File: src/rtl/rx_frame_ctrl.sv
// rx_frame_ctrl
//   Receive-side sequencer for the serial port. It runs on the 16x-data-rate
//   clock. It detects and validates start bits and shifts in data bits
//   LSB-first. It checks the stop bit and hands each word to the consumer
//   through a valid/ack handshake, with framing-error and overrun reporting.
//
// Ports
//   clk           in   16x data-rate clock
//   rst           in   asynchronous active-high reset
//   rx_in         in   raw serial line (idles high, asynchronous to clk)
//   rx_ack        in   consumer has taken rx_data
//   enable        out  high while a frame is in progress
//   frameProgress out  current bit index of the frame, 0..FRAME_WIDTH-1
//   endFrame      out  one-cycle pulse on the stop-bit sample edge
//   rx_data       out  last completed word, LSB = first data bit received
//   rx_valid      out  rx_data holds an unacknowledged word
//   frame_err     out  last completed frame had a zero stop bit
//   overrun       out  sticky; a good word overwrote an unacknowledged word
module rx_frame_ctrl #(
  parameter int FRAME_WIDTH = 10
) (
  input  logic                   clk,
  input  logic                   rst,
  input  logic                   rx_in,
  input  logic                   rx_ack,
  output logic                   enable,
  output logic [3:0]             frameProgress,
  output logic                   endFrame,
  output logic [FRAME_WIDTH-3:0] rx_data,
  output logic                   rx_valid,
  output logic                   frame_err,
  output logic                   overrun
);

  localparam int DATA_BITS = FRAME_WIDTH - 2;
  localparam int BCW       = $clog2(DATA_BITS + 1);

  typedef enum logic [1:0] {IDLE, START, DATA, STOP} state_t;

  state_t                 state_q, state_d;
  logic                   sync1_q, sync2_q, sync3_q;
  logic [3:0]             sampleCnt_q, sampleCnt_d;
  logic [BCW-1:0]         bitCnt_q, bitCnt_d;
  logic [DATA_BITS-1:0]   shift_q, shift_d;
  logic                   endFrame_q, endFrame_d;
  logic [DATA_BITS-1:0]   rxData_q, rxData_d;
  logic                   rxValid_q, rxValid_d;
  logic                   frameErr_q, frameErr_d;
  logic                   overrun_q, overrun_d;
  logic                   fallEdge;

  // Two-flop synchronizer plus a third copy for edge detection. All flops
  // reset high so that reset never looks like a start edge.
  always_ff @(posedge clk or posedge rst) begin
    if (rst) begin
      sync1_q <= 1'b1;
      sync2_q <= 1'b1;
      sync3_q <= 1'b1;
    end else begin
      sync1_q <= rx_in;
      sync2_q <= sync1_q;
      sync3_q <= sync2_q;
    end
  end

  assign fallEdge = sync3_q & ~sync2_q;

  always_ff @(posedge clk or posedge rst) begin
    if (rst) begin
      state_q     <= IDLE;
      sampleCnt_q <= '0;
      bitCnt_q    <= '0;
      shift_q     <= '0;
      endFrame_q  <= 1'b0;
      rxData_q    <= '0;
      rxValid_q   <= 1'b0;
      frameErr_q  <= 1'b0;
      overrun_q   <= 1'b0;
    end else begin
      state_q     <= state_d;
      sampleCnt_q <= sampleCnt_d;
      bitCnt_q    <= bitCnt_d;
      shift_q     <= shift_d;
      endFrame_q  <= endFrame_d;
      rxData_q    <= rxData_d;
      rxValid_q   <= rxValid_d;
      frameErr_q  <= frameErr_d;
      overrun_q   <= overrun_d;
    end
  end

  always_comb begin
    state_d     = state_q;
    sampleCnt_d = sampleCnt_q + 4'd1;
    bitCnt_d    = bitCnt_q;
    shift_d     = shift_q;
    endFrame_d  = 1'b0;
    rxData_d    = rxData_q;
    rxValid_d   = rxValid_q;
    frameErr_d  = frameErr_q;
    overrun_d   = overrun_q;

    // An ack only counts when there is a word to take. A good frame
    // finishing on the same edge overrides rx_valid below.
    if (rx_ack && rxValid_q) begin
      rxValid_d = 1'b0;
      overrun_d = 1'b0;
    end

    case (state_q)
      IDLE: begin
        sampleCnt_d = '0;
        if (fallEdge) state_d = START;
      end
      START: begin
        // Mid-start-bit check. If the line is high, this was a glitch.
        if (sampleCnt_q == 4'd7) begin
          if (sync2_q) begin
            state_d = IDLE;
          end else begin
            sampleCnt_d = '0;
            bitCnt_d    = '0;
            state_d     = DATA;
          end
        end
      end
      DATA: begin
        // The counter was realigned to mid-bit, so each wrap is a bit centre.
        if (sampleCnt_q == 4'd15) begin
          shift_d  = {sync2_q, shift_q[DATA_BITS-1:1]};
          bitCnt_d = bitCnt_q + 1'b1;
          if (bitCnt_q == BCW'(DATA_BITS - 1)) state_d = STOP;
        end
      end
      STOP: begin
        // Return to IDLE mid-stop-bit so the next start edge is not missed.
        if (sampleCnt_q == 4'd15) begin
          endFrame_d = 1'b1;
          state_d    = IDLE;
          if (sync2_q) begin
            rxData_d   = shift_q;
            rxValid_d  = 1'b1;
            frameErr_d = 1'b0;
            if (rxValid_q && !rx_ack) overrun_d = 1'b1;
          end else begin
            frameErr_d = 1'b1;
          end
        end
      end
      default: state_d = IDLE;
    endcase
  end

  always_comb begin
    frameProgress = 4'd0;
    case (state_q)
      DATA:    frameProgress = 4'(bitCnt_q) + 4'd1;
      STOP:    frameProgress = 4'(FRAME_WIDTH - 1);
      default: frameProgress = 4'd0;
    endcase
  end

  assign enable    = (state_q != IDLE);
  assign endFrame  = endFrame_q;
  assign rx_data   = rxData_q;
  assign rx_valid  = rxValid_q;
  assign frame_err = frameErr_q;
  assign overrun   = overrun_q;

endmodule
File: config.mk
export PLATFORM = sky130hd
export DESIGN_NAME = rx_frame_ctrl
export DESIGN_NICKNAME = d
export VERILOG_FILES = /design/src/rtl/rx_frame_ctrl.sv
export SDC_FILE = /design/constraint.sdc
export NUM_CORES = 1
export LEC_CHECK = 0
export CORE_ASPECT_RATIO = 1.1
export CORE_MARGIN = 4
export CORE_UTILIZATION = 47
export CTS_CLUSTER_DIAMETER = 60
export DETAILED_ROUTE_END_ITERATION = 10
export PLACE_DENSITY = 0.72
export REMOVE_ABC_BUFFERS = 1
export SLEW_MARGIN = 10
export SYNTH_ARGS = -nofsm -noshare
export SYNTH_HDL_FRONTEND = slang
export SYNTH_SLANG_ARGS = --single-unit
File: constraint.sdc
create_clock -name clk -period 1.6 [get_ports clk]
set_clock_uncertainty 0.05 [all_clocks]
set_input_delay 0.32 -clock clk [delete_from_list [all_inputs] [get_ports clk]]
set_output_delay 0.32 -clock clk [all_outputs]
set_load 0.03 [all_outputs]
**Word level (Yosys, flattened, before mapping)**

Cells that the tools add are included.

- Output and inout port bits: 17
- Register bits: 33
- Input port bits: 4
- Word-level logic and storage cells: 66

- Muxes and demuxes: 27
- Reduce and logical (&&, ||, !) cells: 11
- Add/sub/neg operators: 2
- Bitwise logic cells: 2
- Equality and inequality tests: 12

Operators with widths:

| cell | number |
|---|---|
| one-hot mux 4 bit (2 select lines) | 3 |
| two-way mux 4 bit | 5 |
| two-way mux 1 bit | 12 |
| two-way mux 2 bit | 6 |
| != test 2 bit (second input constant) | 6 |
| adder 4 x 1 -> 4 bit (second input constant) | 2 |
| equality test 4 x 3 -> 1 bit (second input constant) | 2 |
| one-hot mux 2 bit (4 select lines) | 1 |
| AND reduction 5 bit | 1 |
| equality test 2 bit (second input constant) | 2 |
| equality test 4 bit (second input constant) | 1 |
| AND reduction 2 bit | 2 |
| AND reduction 4 bit | 1 |
| nonzero test 2 bit | 2 |
| AND reduction 3 bit | 1 |
| equality test 2 x 1 -> 1 bit (second input constant) | 1 |
| logical AND 1 bit | 2 |
| logical NOT 2 bit | 1 |
| AND 1 bit | 1 |
| logical NOT 1 bit | 1 |
| NOT 1 bit | 1 |

**Depth between registers and ports, before layout**

Gate-level depths: netlist of run 1.

- Depth in word-level cells: 6
- Gate-level depth with buffers: 4
- Gate-level depth less buffers: 4

**Least setup slack after synthesis of run 1**

OpenSTA, ideal clock, no wires.

- Path type: reg-to-output
- From: register bitCnt_q[0]
- To: output frameProgress[3]
- Required time: 1.230 ns
- Data arrival time: 1.434 ns
- Cell stages (with the launch flop): 4
- Buffers on the path: 0
- Slack: -0.204 ns
- Cell sequence: dfrtp_1 > and3_1 > xnor2_1 > a21boi_0

- Longest elaborated chain between the ends: 2

RTL lines:

| element | line | source |
|---|---|---|
| start, declared | 43 | `logic [BCW-1:0] bitCnt_q, bitCnt_d;` |
| start signal, assigned | 82 | `bitCnt_q <= bitCnt_d;` |
| adder 4 x 1 -> 4 bit | 157 | `DATA: frameProgress = 4'(bitCnt_q) + 4'd1;` |
| one-hot mux 4 bit (2 select lines) | 156 | `case (state_q)` |
| end, declared | 27 | `output logic [3:0] frameProgress,` |

No other way between the ends.

**Worst setup path in the final report of run 1**

Same ends and word-level chain as after synthesis.

==> results.toml, run 1 <==
[synth]
ys_seq_elements = 33
synth_top_cell_area_share_pct = 52.2
syn_avg_cell_area_um2 = 12.7
yosysSeqAreaShare_pct = 57.7
yosysTopAreaCell = "dfrtp_1"
synth_cell_type_count = 39
synthTopCellsByArea = "dfrtp_1, mux2_2, dfstp_2"
syn_inst = 113
synthesis.area_mm2 = 0.00144
yosysWarnings = 0

[placed_design]
numPortBuffers = 20
hpwl_um = 1920
gp_congestion = 0.833
dpl-instance-area_mm2 = 0.00178
placedCellCount = 178

[pwr]
clock_power_share_pct = 25.6
power.internal_mw = 1.33
switching_power_mw = 0.537
seq_power_share_pct = 49.5
power_switching_share_pct = 28.7
p_per_area_mw_per_mm2 = 971
comb_power_share_pct = 24.8
p_leak_nw = 0.953
peakVddDrop_mv = 0.848

[setup_path]
end_kind = "output pin"
critical_path.cell_chain = "and3_4, xnor2_1, a21boi_1, buf_4"
crit_path_start = "bitCnt_q[0]"
path_max_fanout = 4
reg2reg_to = "bitCnt_q[2]"
cp_num_buf_inv = 1
cp.arrival_ps = 1390
cpPeakStageDelay_ps = 430
rr_worst_depth = 4
cp.required_ps = 1230
rrSetupSlack_ps = -150
crit_path_start_kind = "flop"
crit_type = "flop to output pin"
cp_top_family = "flip-flops"
crit_slowest_cell = "dfrtp_1"

[timing]
period_share_pct = 110
hold_violations = 0
setup-violations-final = 8
finalMaxSlewViolations = 0
setup_slack_ps = -160
hold_ws_ps = 269
rsz0062_at_grt = "yes"
finalCriticalPeriod_ps = 1760
slew_headroom_pct = 79.0
tightest_slew_ps = 316
max_freq_mhz = 568

[run_status]
status = "finished, violations left"
violations = "negative setup slack"

[clock_tree]
clock_latency_ps = 320
cts_hold_buf = 0
cts_root_buffer = "clkbuf_4"
numCtsBuffers = 5
cts.sinks = 33
cts_buffer_depth = 2
cts_tree = "done"
cts_max_level = 2
clk_pin_slew_worst_paths_ps = 100

[grt]
gr-total-overflow = 0
antenna_found_initial = 0
grt_pass1_vias = 1133
grt_pass1_wl_um = 4990
grt_use_total_pct = 17.1
grt_start_max_net_pins = 34

[cells_and_area]
diodes = 0
layout-drive-gt1-share_pct = 41.1
fin_area_mm2 = 0.00192
instances_no_fill = 191
fill_cells = 244
fin_nets = 164
areaGrowthSynthToFinish_pct = 33.7

[detailed_routing]
post-route-drc-count = 0
drtPass1Iterations = 4
routed_wl_um = 2850
vias_per_cell = 5.38
drt_iter0_drc = 60
routedWlPerCell_um = 14.9
routed-via-count = 1028
ant_nets = 0

[die]
io_pins = 21
core-area_mm2 = 0.00285
die_h_um = 66.0
dieArea_mm2 = 0.00401
die_w_um = 60.8
row_count = 20
start_util_pct = 50.4

[job]
max_cap_viol_count = 0

[worst_hold_path]
hp-class = "input pin to async pin"
==> area by class of cell <==
cell class | instances | area [um^2] | share of cell area [%]
Clock buffer | 6 | 51.3 | 2.67
Sequential cell | 33 | 830 | 43.1
Multi-Input combinational cell | 73 | 611 | 31.7
Tap cell | 33 | 41.3 | 2.15
Inverter | 4 | 15.0 | 0.780
Timing Repair Buffer | 41 | 369 | 19.2
Clock inverter | 1 | 7.51 | 0.390
==> state kept, by name, indices dropped and copies added (netlist names), named ones only <==
signal       count
sampleCnt_q      4
frame_err        1
sync1_q          1
rx_valid         1
shift_q          8
bitCnt_q         4
sync2_q          1
sync3_q          1
rx_data          8
endFrame         1
state_q          1
==> power by group through the flow <==
stage          registers (mW)  logic (mW)  clock network [mW]
6_report                0.925       0.464               0.479
5_1_grt                 0.931       0.515               0.546
4_1_cts                 0.922       0.423               0.497
3_5_place_dp            0.939       0.371                   0
3_3_place_gp            0.933       0.367                   0
2_1_floorplan           0.954       0.197                   0
==> cells in the mapped netlist <==
| cell | number |
|---|---|
| o21a_1 | 1 |
| or4b_1 | 1 |
| and3_2 | 1 |
| or2b_1 | 1 |
| o22a_1 | 1 |
| buf_6 | 1 |
| dfstp_2 | 3 |
| dfrtp_1 | 30 |
| o32a_1 | 1 |
| a221o_1 | 1 |
| o22ai_1 | 1 |
| nor2_1 | 6 |
| xor2_1 | 1 |
| nand3b_1 | 1 |
| a31oi_1 | 1 |
| nor2b_1 | 3 |
| a21o_1 | 1 |
| nor3b_1 | 2 |
| and2_1 | 2 |
| or2_2 | 1 |
| inv_1 | 4 |
| o21ai_0 | 3 |
| a21oi_1 | 3 |
| nand2_1 | 2 |
| nand4bb_1 | 1 |
| mux2_2 | 17 |
| a21boi_0 | 2 |
| a311oi_1 | 1 |
| o31ai_1 | 1 |
| clkbuf_1 | 2 |
| nor2_2 | 2 |
| ha_1 | 2 |
| a22o_2 | 1 |
| and3_1 | 1 |
| nand2b_1 | 1 |
| o21ba_2 | 1 |
| nand3_1 | 4 |
| and2b_1 | 2 |
| xnor2_1 | 3 |
==> timing repair <==
item,in CTS,in global routing
pin swaps,6,4
setup endpoints to repair,18,25
buffers inserted,4,1
gates cloned,0,1
endpoints found under the hold margin,0,0
resized for setup,22,16
==> through the flow <==
step	setup WS [ps]	TNS (ps)	utilization, %	total power [mW]
2_1_floorplan	-204	-469	-	1.15
3_3_place_gp	-24.1	-24.1	62.3	1.30
3_5_place_dp	-36.7	-36.7	62.3	1.31
4_1_cts	-200	-984	65.7	1.84
5_1_grt	-244	-1330	67.5	1.99
6_report	-160	-821	67.5	1.87
==> worst min-delay path: stages <==
cell and delay [ps]:
clkdlybuf4s50_1 390, inv_1 90, buf_12 210
==> layout by cell type (no fill, tap or decap), drive strengths merged, types with 2 or more instances in the layout <==
| cell | instances |
|---|---|
| nand3 | 4 |
| mux2 | 17 |
| clkdlybuf4s50 | 3 |
| ha | 2 |
| nor2b | 3 |
| nand2 | 2 |
| buf | 26 |
| and2b | 2 |
| dfrtp | 30 |
| nor3b | 2 |
| xnor2 | 3 |
| o21ai | 3 |
| a21boi | 2 |
| clkbuf | 6 |
| and2 | 2 |
| nor2 | 8 |
| dlygate4sd2 | 12 |
| inv | 4 |
| a21oi | 3 |
| and3 | 2 |
| dfstp | 3 |
==> worst max-delay path by stage <==
stage	to	slack, ps	cells after the start
after global placement	enable	-20	2
after floorplan	frameProgress[3]	-200	3
final	frameProgress[3]	-160	4
after detailed placement	enable	-40	2
after global routing	frameProgress[3]	-240	4
after CTS	frameProgress[3]	-200	4
==> per-layer routing <==
metal	vias to the layer above	track usage [%]	share of wire, %
li1	490	-	-
met3	2	6.64	4.3
met5	-	0	0
met1	511	19.9	44
met2	25	28.1	51
met4	0	6.23	0.81
==> cells by family (layout without fill, tap and decap cells) <==
family | count (synthesis) | in the layout | synth area share [%]
DFF | 33 | 33 | 57.7
and+or+nand+nor | 31 | 31 | 13.0
AOI/OAI and AO/OA | 19 | 19 | 9.57
muxes | 17 | 17 | 13.3
buffers and inverters | 7 | 52 | 2.35
xor gates and xnor gates | 4 | 4 | 2.44
adders and majority gates | 2 | 2 | 1.74
Power figures use the tool's default switching activity.
==> run 2, diff against run 1 <==
--- a/config.mk
+++ b/config.mk
@@ -7,10 +7,11 @@
 export LEC_CHECK = 0
 export CORE_ASPECT_RATIO = 1.1
 export CORE_MARGIN = 4
-export CORE_UTILIZATION = 47
+export CORE_UTILIZATION = 45
 export CTS_CLUSTER_DIAMETER = 60
 export DETAILED_ROUTE_END_ITERATION = 10
-export PLACE_DENSITY = 0.72
+export GPL_ROUTABILITY_DRIVEN = 0
+export PLACE_DENSITY = 0.7
 export REMOVE_ABC_BUFFERS = 1
 export SLEW_MARGIN = 10
 export SYNTH_ARGS = -nofsm -noshare
==> run 2 against run 1 <==
The run still ends with negative setup slack left. Global-route usage rose by 0.65 points. Sequential power barely moved. Setup slack got worse by 54 ps. Total power rose by 17%. Largest cell class unchanged. Highest routed layer unchanged.
==> results.toml, run 2 (synthesized netlist as in run 1, its figures left out) <==
[grt]
gr-total-overflow = 0
grt_pass1_vias = 1143
grt_start_max_net_pins = 34
grt_pass1_wl_um = 5270
antenna_found_initial = 0
grt_use_total_pct = 17.7

[clock_tree]
cts_hold_buf = 0
cts_root_buffer = "clkbuf_4"
cts_tree = "done"
cts_max_level = 2
clock_latency_ps = 350
cts_buffer_depth = 2
clk_pin_slew_worst_paths_ps = 110
cts.sinks = 33
numCtsBuffers = 5

[cells_and_area]
instances_no_fill = 205
layout-drive-gt1-share_pct = 47.4
diodes = 0
areaGrowthSynthToFinish_pct = 52.1
fin_nets = 176
final_cell_mix = "dfrtp_1, buf_4, mux2_4, buf_6, dlygate4sd2_1"
final_common_cell = "dfrtp_1"

[setup_path]
cp.arrival_ps = 1440
end_kind = "output pin"
path_max_fanout = 4
crit_path_start_kind = "flop"
crit_type = "flop to output pin"
cp.required_ps = 1230
crit_path_start = "bitCnt_q[0]"

[run_status]
violations = "negative setup slack"
status = "finished, violations left"

[die]
io_pins = 21
die_w_um = 61.9
dieArea_mm2 = 0.00417
row_count = 21
core-area_mm2 = 0.00305
die_h_um = 67.3
start_util_pct = 47.2

[timing]
hold_ws_ps = 268
max_freq_mhz = 551
finalCriticalPeriod_ps = 1810
slew_headroom_pct = 79.4
setup-violations-final = 15
finalMaxSlewViolations = 0
rsz0062_at_grt = "yes"
period_share_pct = 113
setup_slack_ps = -214
tightest_slew_ps = 310
hold_violations = 0

[detailed_routing]
routed_wl_um = 3430
routedWlPerCell_um = 16.7
ant_nets = 0
routed-via-count = 1116
post-route-drc-count = 0
drt_iter0_drc = 46
drtPass1Iterations = 4
vias_per_cell = 5.44

[worst_hold_path]
hp-class = "input pin to async pin"

[pwr]
p_per_area_mw_per_mm2 = 1000
peakVddDrop_mv = 1.02
p_leak_nw = 1.06

[placed_design]
placedCellCount = 179
numPortBuffers = 20
hpwl_um = 1980

[job]
max_cap_viol_count = 0
-- run 2: cell count changes in the layout (fill, tap and decap cells not counted), moves of 2 or more --
cell | before | now
buf_12 | 1 | 3
buf_6 | 7 | 12
mux2_2 | 17 | 3
mux2_4 | 0 | 14
nor2_4 | 1 | 3
buf_4 | 18 | 23
-- run 2: stage by stage --
| step | setup TNS [ps] | power [mW] | cell area, um^2 | setup slack (ps) | utilization [%] |
|---|---|---|---|---|---|
| global placement | -80.1 | 1.31 | 1790 | -59.1 | 58.7 |
| CTS | -1030 | 2.13 | 2050 | -215 | 67.1 |
| global route | -3090 | 2.29 | 2190 | -255 | 71.8 |
| finish | -1650 | 2.19 | 2190 | -214 | 71.8 |
| floorplan | -469 | 1.15 | 1420 | -204 | - |
| detailed placement | -140 | 1.33 | 1790 | -99.3 | 58.7 |
-- run 2: critical path, cell delays in order, from the launching register on --
cell	delay (ps)
dfrtp_1	460
and3_4	190
xnor2_1	120
a21boi_1	150
buf_4	180
-- run 2: worst paths after layout --
check / to / slack (ps) / depth (start not counted)
worst max-delay path: frameProgress[3] / -210 / 4
worst min-delay path: shift_q[3] / 270 / 3
worst max register to register: rx_data[2] / -120 / 8
worst min register to register: sync2_q / 310 / 0
max in group asynchronous: sync1_q / 980 / 3
min in group clk: sync2_q / 310 / 0
-- run 2: report_power, final --
| part | internal (mW) | switching (mW) |
|---|---|---|
| combinational | 0.337 | 0.262 |
| sequential | 0.882 | 0.0465 |
| clock | 0.373 | 0.293 |
-- run 2: layout make-up --
type                       instances  area (um^2)
sequential                        33          830
clock buffer                       7         55.1
multi-input combinational         73          712
timing repair buffer              53          504
inverter                           4         15.0
fill                             222          860
tap                               34         42.5
clock inverter                     1         30.0
-- run 2: metal layers --
metal | vias up | GRT usage, % | share of wire [%]
met4 | 0 | 7.96 | 2.7
li1 | 512 | - | -
met2 | 30 | 27.6 | 50
met3 | 8 | 7.07 | 4.6
met1 | 566 | 21.4 | 43
met5 | - | 0 | 0
-- run 2: repair_timing --
| item | in CTS | in global routing |
|---|---|---|
| cloned | 0 | 1 |
| endpoints found under the setup margin | 18 | 26 |
| buffers inserted | 13 | 4 |
| resized for setup | 34 | 33 |
| pin swaps | 9 | 4 |
| endpoints found under the hold margin | 0 | 0 |
==> run 3, diff against run 2 <==
--- a/config.mk
+++ b/config.mk
@@ -11,7 +11,7 @@
 export CTS_CLUSTER_DIAMETER = 60
 export DETAILED_ROUTE_END_ITERATION = 10
 export GPL_ROUTABILITY_DRIVEN = 0
-export PLACE_DENSITY = 0.7
+export PLACE_DENSITY = 0.73
 export REMOVE_ABC_BUFFERS = 1
 export SLEW_MARGIN = 10
 export SYNTH_ARGS = -nofsm -noshare
==> run 3 against run 2 <==
The run still ends with negative setup slack left. Critical endpoint unchanged. Highest routed layer unchanged. Sequential power hardly changed. Clock power down 2%. Utilization fell by 2.4 points. Largest cell class unchanged. Critical path depth did not move. Combinational power down 3%. Largest power group unchanged. Global-route usage is 0.56 points lower.
==> results.toml, run 3 (synthesized netlist as in run 1, its figures left out) <==
[pwr]
peakVddDrop_mv = 1.07
power.internal_mw = 1.57
clock_power_share_pct = 30.3
power_switching_share_pct = 27.2
p_per_area_mw_per_mm2 = 1020
p_total_mw = 2.16
seq_power_share_pct = 42.9
p_leak_nw = 1.04
comb_power_share_pct = 26.8
switching_power_mw = 0.587

[placed_design]
hpwl_um = 1910
numPortBuffers = 20
place_ws_ps = -78.9
placedCellCount = 181

[setup_path]
cp.arrival_ps = 1390
cp_num_buf_inv = 1
crit_type = "flop to output pin"
crit_slowest_cell = "dfrtp_1"
cpPeakStageDelay_ps = 440
path_max_fanout = 3
critical_path.cell_chain = "and3_4, xnor2_1, a21boi_1, buf_4"
cp_top_family = "flip-flops"
end_kind = "output pin"
cp.required_ps = 1230
crit_path_start_kind = "flop"

[die]
dieArea_mm2 = 0.00417
die_h_um = 67.3
io_pins = 21
core-area_mm2 = 0.00305
die_w_um = 61.9
start_util_pct = 47.2
row_count = 21

[grt]
gr-total-overflow = 0
grt_start_max_net_pins = 34
grt_pass1_wl_um = 5090
grt_use_total_pct = 17.2
grt_pass1_vias = 1084
antenna_found_initial = 0

[clock_tree]
cts_tree = "done"
clk_pin_slew_worst_paths_ps = 100
cts_buffer_depth = 2
clock_latency_ps = 340
cts_root_buffer = "clkbuf_4"
cts.sinks = 33
cts_max_level = 2
numCtsBuffers = 5

[detailed_routing]
vias_per_cell = 5.31
top_layer = "met4"
drt_iter0_drc = 46
routed-via-count = 1078
met2_length_um = 1560
wl_met1_um = 1370
post-route-drc-count = 0
wl_met3_um = 147
drtPass1Iterations = 4
routedWlPerCell_um = 15.4
ant_nets = 0
routed_wl_um = 3130

[worst_hold_path]
hp-class = "input pin to async pin"

[job]
max_cap_viol_count = 0

[timing]
finalCriticalPeriod_ps = 1760
rsz0062_at_grt = "yes"
tightest_slew_ps = 305
setup_slack_ps = -163
period_share_pct = 110
hold_violations = 0
finalMaxSlewViolations = 0
slew_headroom_pct = 79.5
setup-violations-final = 6
max_freq_mhz = 567

[cells_and_area]
areaGrowthSynthToFinish_pct = 47.0
instances_no_fill = 203
diodes = 0
fin_nets = 174
final_common_cell = "dfrtp_1"
layout-drive-gt1-share_pct = 46.2
final_cell_mix = "dfrtp_1, buf_4, dlygate4sd2_1, mux2_4"

[run_status]
violations = "negative setup slack"
status = "finished, violations left"
run 3: final timing paths:
path                                     to        start  slack (ps)  cells after the start
max                        frameProgress[3]  bitCnt_q[1]        -160                      4
min                              shift_q[2]          rst         260                      3
max reg2reg                     bitCnt_q[2]         flop         -10                      3
min reg2reg                         sync2_q      sync1_q         310                      0
max in group asynchronous           sync2_q          rst         990                      3
min in group clk                    sync2_q      sync1_q         310                      0
run 3: worst register-to-register path: stages (launching register included):
cell and delay (ps):
dfrtp_1 430, or4b_1 500, a21o_1 220, a221o_1 320
run 3: final cells by class:
type	count	area, um^2
Timing Repair Buffer	51	473
Clock inverter	1	30.0
Inverter	4	15.0
Fill cell	218	933
Tap cell	34	42.5
Sequential cell	33	830
Multi-Input combinational cell	73	669
Clock buffer	7	55.1
run 3: metrics by stage:
stage	setup TNS [ps]	hold WS (ps)	util (%)	instance area, um^2
floorplan	-469	274	-	1420
global placement	-56.7	297	59.2	1810
detailed placement	-127	297	59.2	1810
CTS	-714	246	66.9	2040
global route	-988	236	69.4	2110
finish	-523	256	69.4	2110
run 3: timing repair:
item	4_1_cts	5_1_grt
resized for setup	34	18
setup endpoints to repair	18	22
cloned	0	0
pin swaps	7	3
setup buffers	10	5
hold buffers	0	0
run 3: routing by layer:
| layer | global-route usage [%] | up-vias |
|---|---|---|
| li1 | - | 510 |
| met1 | 21.7 | 537 |
| met2 | 25.8 | 26 |
| met3 | 6.50 | 5 |
| met4 | 7.96 | 0 |
| met5 | 0 | - |
run 3: power by group through the flow:
| stage | clock [mW] | combinational, mW | sequential, mW |
|---|---|---|---|
| 6_report | 0.654 | 0.580 | 0.927 |
| 4_1_cts | 0.671 | 0.522 | 0.926 |
| 2_1_floorplan | 0 | 0.197 | 0.954 |
| 5_1_grt | 0.707 | 0.626 | 0.935 |
| 3_3_place_gp | 0 | 0.388 | 0.931 |
| 3_5_place_dp | 0 | 0.404 | 0.940 |
